$ cat src/rtl/lock_sequencer_if.sv
// Button, passcode and display signals of the lock sequencer.
interface lock_sequencer_if;
    logic        set;
    logic        lock;
    logic        unlock;
    logic [11:0] code_in;
    logic [11:0] stored_code;
    logic        status_open;
    logic        blocked;
    logic [1:0]  trials;
    logic        bad_code;

    modport master (
        output set, lock, unlock, code_in,
        input  stored_code, status_open, blocked, trials, bad_code
    );
    modport slave (
        input  set, lock, unlock, code_in,
        output stored_code, status_open, blocked, trials, bad_code
    );
endinterface

$ cat src/rtl/lock_sequencer.sv
// Control FSM of the three-digit BCD lock: button edge detect, code store/compare, trial count.
// Optional timed lockout exit when LOCKOUT_TIMER_EN is defined; otherwise BLOCKED holds until reset.
module lock_sequencer #(
    parameter int MAX_TRIALS     = 3,
    parameter int LOCKOUT_CYCLES = 1000
) (
    input  logic             clk,
    input  logic             reset,
    lock_sequencer_if.slave  bus
);
    localparam logic [1:0] EMPTY   = 2'd0;
    localparam logic [1:0] OPEN    = 2'd1;
    localparam logic [1:0] LOCKED  = 2'd2;
    localparam logic [1:0] BLOCKED = 2'd3;
    localparam logic [1:0] TRIALS_MAX = 2'(MAX_TRIALS);

    if (MAX_TRIALS < 1 || MAX_TRIALS > 3 || LOCKOUT_CYCLES < 1) begin : g_param_check
        $error("lock_sequencer: MAX_TRIALS must be 1..3 and LOCKOUT_CYCLES >= 1");
    end

    logic [1:0]  state, state_n;
    logic [11:0] code_n;
    logic [1:0]  trials_n;
    logic        bad_n;
    logic        set_q, lock_q, unlock_q;
    logic        set_ev, lock_ev, unlock_ev;
    logic        code_ok;

    assign set_ev    = bus.set    & ~set_q;
    assign lock_ev   = bus.lock   & ~lock_q;
    assign unlock_ev = bus.unlock & ~unlock_q;

    assign code_ok = (bus.code_in[3:0]  <= 4'd9) &&
                     (bus.code_in[7:4]  <= 4'd9) &&
                     (bus.code_in[11:8] <= 4'd9);

`ifdef LOCKOUT_TIMER_EN
    localparam int CW = (LOCKOUT_CYCLES > 1) ? $clog2(LOCKOUT_CYCLES) : 1;
    logic [CW-1:0] cnt, cnt_n;
`endif

    always_comb begin
        state_n  = state;
        code_n   = bus.stored_code;
        trials_n = bus.trials;
        bad_n    = 1'b0;
`ifdef LOCKOUT_TIMER_EN
        cnt_n    = cnt;
`endif
        case (state)
            EMPTY, OPEN: begin
                if (set_ev) begin
                    if (code_ok) begin
                        code_n  = bus.code_in;
                        state_n = OPEN;
                    end else begin
                        bad_n = 1'b1;
                    end
                end else if (lock_ev && state == OPEN) begin
                    state_n  = LOCKED;
                    trials_n = 2'd0;
                end
            end
            LOCKED: begin
                // A set or lock on the same edge swallows the unlock even though both are ignored here.
                if (unlock_ev && !set_ev && !lock_ev) begin
                    if (bus.code_in == bus.stored_code) begin
                        state_n  = OPEN;
                        trials_n = 2'd0;
                    end else begin
                        trials_n = bus.trials + 2'd1;
                        if (trials_n == TRIALS_MAX) begin
                            state_n = BLOCKED;
`ifdef LOCKOUT_TIMER_EN
                            cnt_n   = CW'(LOCKOUT_CYCLES - 1);
`endif
                        end
                    end
                end
            end
            default: begin
`ifdef LOCKOUT_TIMER_EN
                if (cnt == '0) begin
                    state_n  = LOCKED;
                    trials_n = 2'd0;
                end else begin
                    cnt_n = cnt - CW'(1);
                end
`endif
            end
        endcase
    end

    always_ff @(posedge clk) begin
        if (reset) begin
            state           <= EMPTY;
            set_q           <= 1'b0;
            lock_q          <= 1'b0;
            unlock_q        <= 1'b0;
            bus.stored_code <= 12'h000;
            bus.trials      <= 2'd0;
            bus.status_open <= 1'b1;
            bus.blocked     <= 1'b0;
            bus.bad_code    <= 1'b0;
        end else begin
            state           <= state_n;
            set_q           <= bus.set;
            lock_q          <= bus.lock;
            unlock_q        <= bus.unlock;
            bus.stored_code <= code_n;
            bus.trials      <= trials_n;
            bus.status_open <= (state_n == EMPTY) || (state_n == OPEN);
            bus.blocked     <= (state_n == BLOCKED);
            bus.bad_code    <= bad_n;
        end
    end

`ifdef LOCKOUT_TIMER_EN
    always_ff @(posedge clk) begin
        if (reset) cnt <= '0;
        else       cnt <= cnt_n;
    end
`endif
endmodule
$ cat src/flat_wrapper.sv
// flat-port wrapper written by rule: the top's interface ports become plain ports
module lock_sequencer_flat 
#(
    parameter int MAX_TRIALS     = 3,
    parameter int LOCKOUT_CYCLES = 1000
)
  (clk, reset, bus_set, bus_lock, bus_unlock, bus_code_in, bus_stored_code, bus_status_open, bus_blocked, bus_trials, bus_bad_code);
  lock_sequencer_if bus_i ();
  input  logic clk;
  input  logic reset;
  input wire logic [$bits(bus_i.set)-1:0] bus_set;
  input wire logic [$bits(bus_i.lock)-1:0] bus_lock;
  input wire logic [$bits(bus_i.unlock)-1:0] bus_unlock;
  input wire logic [$bits(bus_i.code_in)-1:0] bus_code_in;
  output wire logic [$bits(bus_i.stored_code)-1:0] bus_stored_code;
  output wire logic [$bits(bus_i.status_open)-1:0] bus_status_open;
  output wire logic [$bits(bus_i.blocked)-1:0] bus_blocked;
  output wire logic [$bits(bus_i.trials)-1:0] bus_trials;
  output wire logic [$bits(bus_i.bad_code)-1:0] bus_bad_code;
  assign bus_i.set = bus_set;
  assign bus_i.lock = bus_lock;
  assign bus_i.unlock = bus_unlock;
  assign bus_i.code_in = bus_code_in;
  assign bus_stored_code = bus_i.stored_code;
  assign bus_status_open = bus_i.status_open;
  assign bus_blocked = bus_i.blocked;
  assign bus_trials = bus_i.trials;
  assign bus_bad_code = bus_i.bad_code;
  lock_sequencer #(.MAX_TRIALS(MAX_TRIALS), .LOCKOUT_CYCLES(LOCKOUT_CYCLES)) u_core (.clk(clk), .reset(reset), .bus(bus_i));
endmodule
$ cat config.mk
export PLATFORM = sky130hd
export DESIGN_NAME = lock_sequencer_flat
export DESIGN_NICKNAME = d
export VERILOG_FILES = /design/src/rtl/lock_sequencer_if.sv /design/src/rtl/lock_sequencer.sv /design/src/flat_wrapper.sv
export SDC_FILE = /design/constraint.sdc
export NUM_CORES = 1
export LEC_CHECK = 0
export CORE_MARGIN = 4
export CORE_UTILIZATION = 50
export CTS_BUF_LIST = sky130_fd_sc_hd__clkbuf_8
export DETAILED_ROUTE_END_ITERATION = 10
export PLACE_DENSITY = 0.86
export SYNTH_ARGS = -nofsm -noshare
export SYNTH_HDL_FRONTEND = slang
export SYNTH_SLANG_ARGS = --single-unit
$ cat constraint.sdc
create_clock -name clk -period 1.95 [get_ports clk]
set_input_delay 0.195 -clock clk [delete_from_list [all_inputs] [get_ports clk]]
set_output_delay 0.195 -clock clk [all_outputs]
set_load 0.01 [all_outputs]
Word-level counts from Yosys, hierarchy flattened
Cells that the tools add are included.
- add/sub/neg operators: 1
- order comparisons: 3
- equality and inequality tests: 9
- mux-type cells: 13
- bitwise operators: 8
- reduce and logical (&&, ||, !) cells: 15
- operators with widths (operator ; count):
    $mux 2 ; 10
    $eq 12x12->1 ; 1
    $le 4x4->1 const B ; 3
    $pmux 2 s2 ; 2
    $eq 2x2->1 const B ; 3
    $logic_and 1x1->1 ; 5
    $not 1->1 ; 5
    $eq 2x1->1 const B ; 2
    $logic_not 2->1 ; 2
    $ne 2x1->1 const B ; 2
    $reduce_and 4->1 ; 1
    $and 1x1->1 ; 3
    $reduce_and 3->1 ; 1
    $reduce_or 3->1 ; 1
    $add 2x1->2 const B ; 1
    $logic_not 1->1 ; 2
    $ne 2x2->1 const B ; 1
    $reduce_bool 2->1 ; 1
    $reduce_or 2->1 ; 1
    $logic_or 1x1->1 ; 1
    $mux 1 ; 1
- register bits after elaboration: 22
- input bits: 17
- logic and storage cells: 58

Logic depth before layout (Yosys ltp)
- word-level depth: 9
- mapped depth: 5
- depth with buffers taken out: 5

Worst setup path after synthesis
Ideal clock, no wire load.
- path type: reg-to-reg
- from: register u_core.bus.stored_code[11]
- to: register u_core.bus.blocked
- setup time: 0.116 ns
- data arrival time: 1.202 ns
- required time: 1.834 ns
- setup slack: 0.632 ns
- stages on the path, launching flop included: 5
- path buffers: 0
- period minus slack after synthesis: 1.318 ns
- cell sequence: dfxtp_1 xor2_1 nor4_1 nand3_1 o211a_1
- longest elaborated chain between the ends: 5
- RTL lines (element ; RTL line ; RTL):
    start, declared ; lock_sequencer_if.sv:19 ; output stored_code, status_open, blocked, trials, bad_code
    start signal, assigned ; lock_sequencer.sv:110 ; bus.stored_code <= code_n;
    $eq 12x12->1 ; lock_sequencer.sv:67 ; if (bus.code_in == bus.stored_code) begin
    $mux 2 ; lock_sequencer.sv:67 ;
    $mux 2 ; lock_sequencer.sv:66 ; if (unlock_ev && !set_ev && !lock_ev) begin
    $pmux 2 s2 ; lock_sequencer.sv:50 ; case (state)
    $eq 2x2->1 ; lock_sequencer.sv:113 ; bus.blocked <= (state_n == BLOCKED);
    end signal, assigned ; lock_sequencer.sv:113 ;
    end, declared ; lock_sequencer_if.sv:19 ;
No other way between the ends.
A chain may end at the register's enable or synchronous reset.

Worst setup path after layout
- from: input bus_code_in[9]
- to: register u_core.bus.blocked
- longest elaborated chain between the ends: 6
- RTL lines (element ; RTL line ; RTL):
    start, declared ; flat_wrapper.sv:14 ; input wire logic [$bits(bus_i.code_in)-1:0] bus_code_in;
    $le 4x4->1 ; lock_sequencer.sv:35 ; (bus.code_in[11:8] <= 4'd9);
    $logic_and 1x1->1 ; lock_sequencer.sv:34 ; (bus.code_in[7:4] <= 4'd9) &&
    $mux 2 ; lock_sequencer.sv:53 ; if (code_ok) begin
    $mux 2 ; lock_sequencer.sv:52 ; if (set_ev) begin
    $pmux 2 s2 * ; lock_sequencer.sv:50 ;
    $eq 2x2->1 * ; lock_sequencer.sv:113 ;
Every way passes the cells marked *; elsewhere a longest branch is shown, timed or not.

==> qor.txt <==
CTS tree - built
RSZ-0062 raised after global routing - false
fmax - 0.642 GHz
initial DRC count - 10
FP Rows - 16
area leader, netlist - dfxtp_1
sequential element share of the synthesized area - 42.4%
skew final - 0.000911 ns
Int Power - 680 uW
most frequent cells in the layout - clkdlybuf4s50_1 (33), dfxtp_1 (22), mux2i_1 (12), nor2_1 (12), xor2_1 (12)
Slew Viols, Final - 0
Setup Viol. Count Final - 0
Cells after Synth - 102
routability cong. - 0.788
cts bufs inserted - 3
Gate power share - 16.1%
Core Area - 1960 um2
yosys warns - 0
NetSw - 201 uW
Mapped Area - 1040 um2
Slew @ Worst Pin - 0.398 ns
DR vias/cell - 5.30
# diodes - 0
r2r worst-path depth - 4
GRT Util Overall - 19.0%
crit path from - bus_code_in[9]
FF+latch count, synth - 22
crit path DAT - 1.71 ns
post-synth top area share - 42.4%
number of remaining DRC errors - 0
routed wl met2 - 1190 um
Pleak - 0.000648 uW
Fin. Hold Viols - 0
share of cells above drive strength 1 - 10.8%
Syn-to-layout area delta - 41.3%
synthesized area per cell - 10.2 um2
Clock Tree Root - clkbuf_8
Layout fillers - 172
Hold Path Class - reg2reg
WL final - 2360 um
final worst path period share - 79.9%
Syn Nets - 120
Crit. End Element - register
io pins - 34
Reg-to-Reg Start - u_core.bus.stored_code[9]$_SDFFE_PP0P_
first-pass GRT wire length - 3940 um
H-Tree Depth - 1
DP Wirelength - 1930 um
switching share of power - 22.8%
drt first pass iters - 4
commonest non-fill, non-tap cell in the layout - clkdlybuf4s50_1
post-CTS sizing - 0
top post-synthesis cells by area - dfxtp_1 (42%), mux2i_1 (12%), xor2_1 (10%)
vias in the first global route - 905
Final Critical Period - 1.56 ns
setup TNS - 0 ns
Clock Power Share - 30.4%
Die Area - 2870 um2
post-route ant nets - 0
Metal-1 WL - 1020 um
data required time of the worst path - 2.10 ns
fin cells - 166
die width - 53.6 um
largest net degree at the start of global routing - 12
CP Launch Type - input pin
clk sink count - 22
Clk pin slew, worst setup/hold paths - 0.07 ns
Max VDD drop - 0.502 mV
Max Used Layer - met4
Pwr Density - 601 nW/um2
status - finished, final reports clean
detailed-route via count - 880
Placed Cells - 163
max-capacitance violation count - 0
drt wl/cell - 14.2 um
Remaining Overflow, GRT - 0
WL met3 - 133 um
Seq pwr share - 53.5%
Clk Latency, worst-skew pair - 0.26 ns
hold_buf cts - 0
initial antenna violation count - 0
Slew headroom - 73.2%
Buffers on Ports - 33
fin nets - 159
clk buf depth - 2
hold depth - 1
Setup Buffers After CTS - 0
chip height - 53.6 um
Initial Util - 52.9%
Setup CP Type - in2reg
hold_sp - u_core.bus.trials[0]$_SDFFE_PP0P_
Critical Path Fanout Max - 4
Cell variety after synth - 30
-- path summary, 6_finish.rpt --
check / to / slack [ns]
hold / removal: u_core.bus.trials[0]$_SDFFE_PP0P_ / 0.49
hold reg to reg: u_core.bus.trials[0]$_SDFFE_PP0P_ / 0.49
setup / recovery: u_core.bus.blocked$_SDFF_PP0_ / 0.39
setup reg to reg: u_core.bus.blocked$_SDFF_PP0_ / 0.44
-- through the flow --
| step | power [uW] | worst slack (ns) | util [%] | hold WS [ns] | area (um2) |
|---|---|---|---|---|---|
| floorplan | 545 | 0.632 | - | 0.323 | 1040 |
| global placement | 620 | 0.114 | 72.7 | 0.456 | 1430 |
| detailed placement | 624 | 0.121 | 72.7 | 0.492 | 1430 |
| CTS | 891 | 0.394 | 74.8 | 0.503 | 1470 |
| global route | 924 | 0.304 | 74.8 | 0.512 | 1470 |
| finish | 882 | 0.392 | 74.8 | 0.487 | 1470 |
-- layout make-up --
| type | instances | area (um2) | share of cell area [%] |
|---|---|---|---|
| Clock buffer | 3 | 41.3 | 2.81 |
| Inverter | 4 | 15.0 | 1.02 |
| Sequential cell | 22 | 440 | 30.0 |
| Tap cell | 27 | 33.8 | 2.30 |
| Multi-Input combinational cell | 73 | 564 | 38.4 |
| Timing Repair Buffer | 37 | 373 | 25.4 |
-- state kept, by name, indices dropped and copies added (netlist names) --
signal and cells:
u_core.bus.bad_code 1, u_core.unlock_q 1, u_core.bus.status_open 1, u_core.bus.trials 2, u_core.set_q 1, u_core.lock_q 1, u_core.state 2, u_core.bus.blocked 1
u_core.bus.stored_code 12
-- synth_stat cells --
cell and instances:
nor2b_1 3, nor2_1 12, and2b_1 1, a41oi_2 1, o41ai_1 2, a31o_2 2
buf_6 1, nand2b_1 1, nor4_1 4, mux2i_1 12, or4_1 1, inv_1 4
o211a_1 1, o21a_1 1, nand2b_4 1, a21oi_1 1, o21ai_0 4, nand4_1 1
o311ai_0 1, nor3b_2 2, dfxtp_1 22, ha_1 1, nand3_1 3, nand4_2 1
and3_1 1, clkbuf_1 2, or4b_1 1, and3_2 1, and4_1 2, xor2_1 12
-- cells by family (layout without fill, tap and decap cells) --
logic type                 after synthesis  in the layout  share of synthesized area [%]
muxes                                   12             12                           11.6
buffers and inverters                    7             44                           3.25
DFF                                     22             22                           42.4
adders and majority gates                1              1                           1.20
xor gates and xnor gates                12             12                           10.1
and+or+nand+nor                         35             35                           21.6
AOI/OAI and AO/OA                       13             13                           9.88
-- critical path: stages --
cell	delay, ns
clkdlybuf4s50_1	0.45
xor2_1	0.16
nor4_1	0.41
nand3_1	0.24
o211a_1	0.26
-- per-layer routing --
layer,vias up,track usage [%]
li1,439,-
met3,2,4.99
met2,28,33.5
met1,411,22.7
met4,0,5.11
met5,-,0
-- power groups by stage --
stage                     registers (uW)  logic [uW]  clock network (uW)
after floorplan                      485        59.8                   0
after global placement               482         138                   0
after detailed placement             482         142                   0
after CTS                            472         143                 276
after global routing                 473         154                 297
final                                472         142                 268
Note: power is estimated with default switching activity, not from simulation.
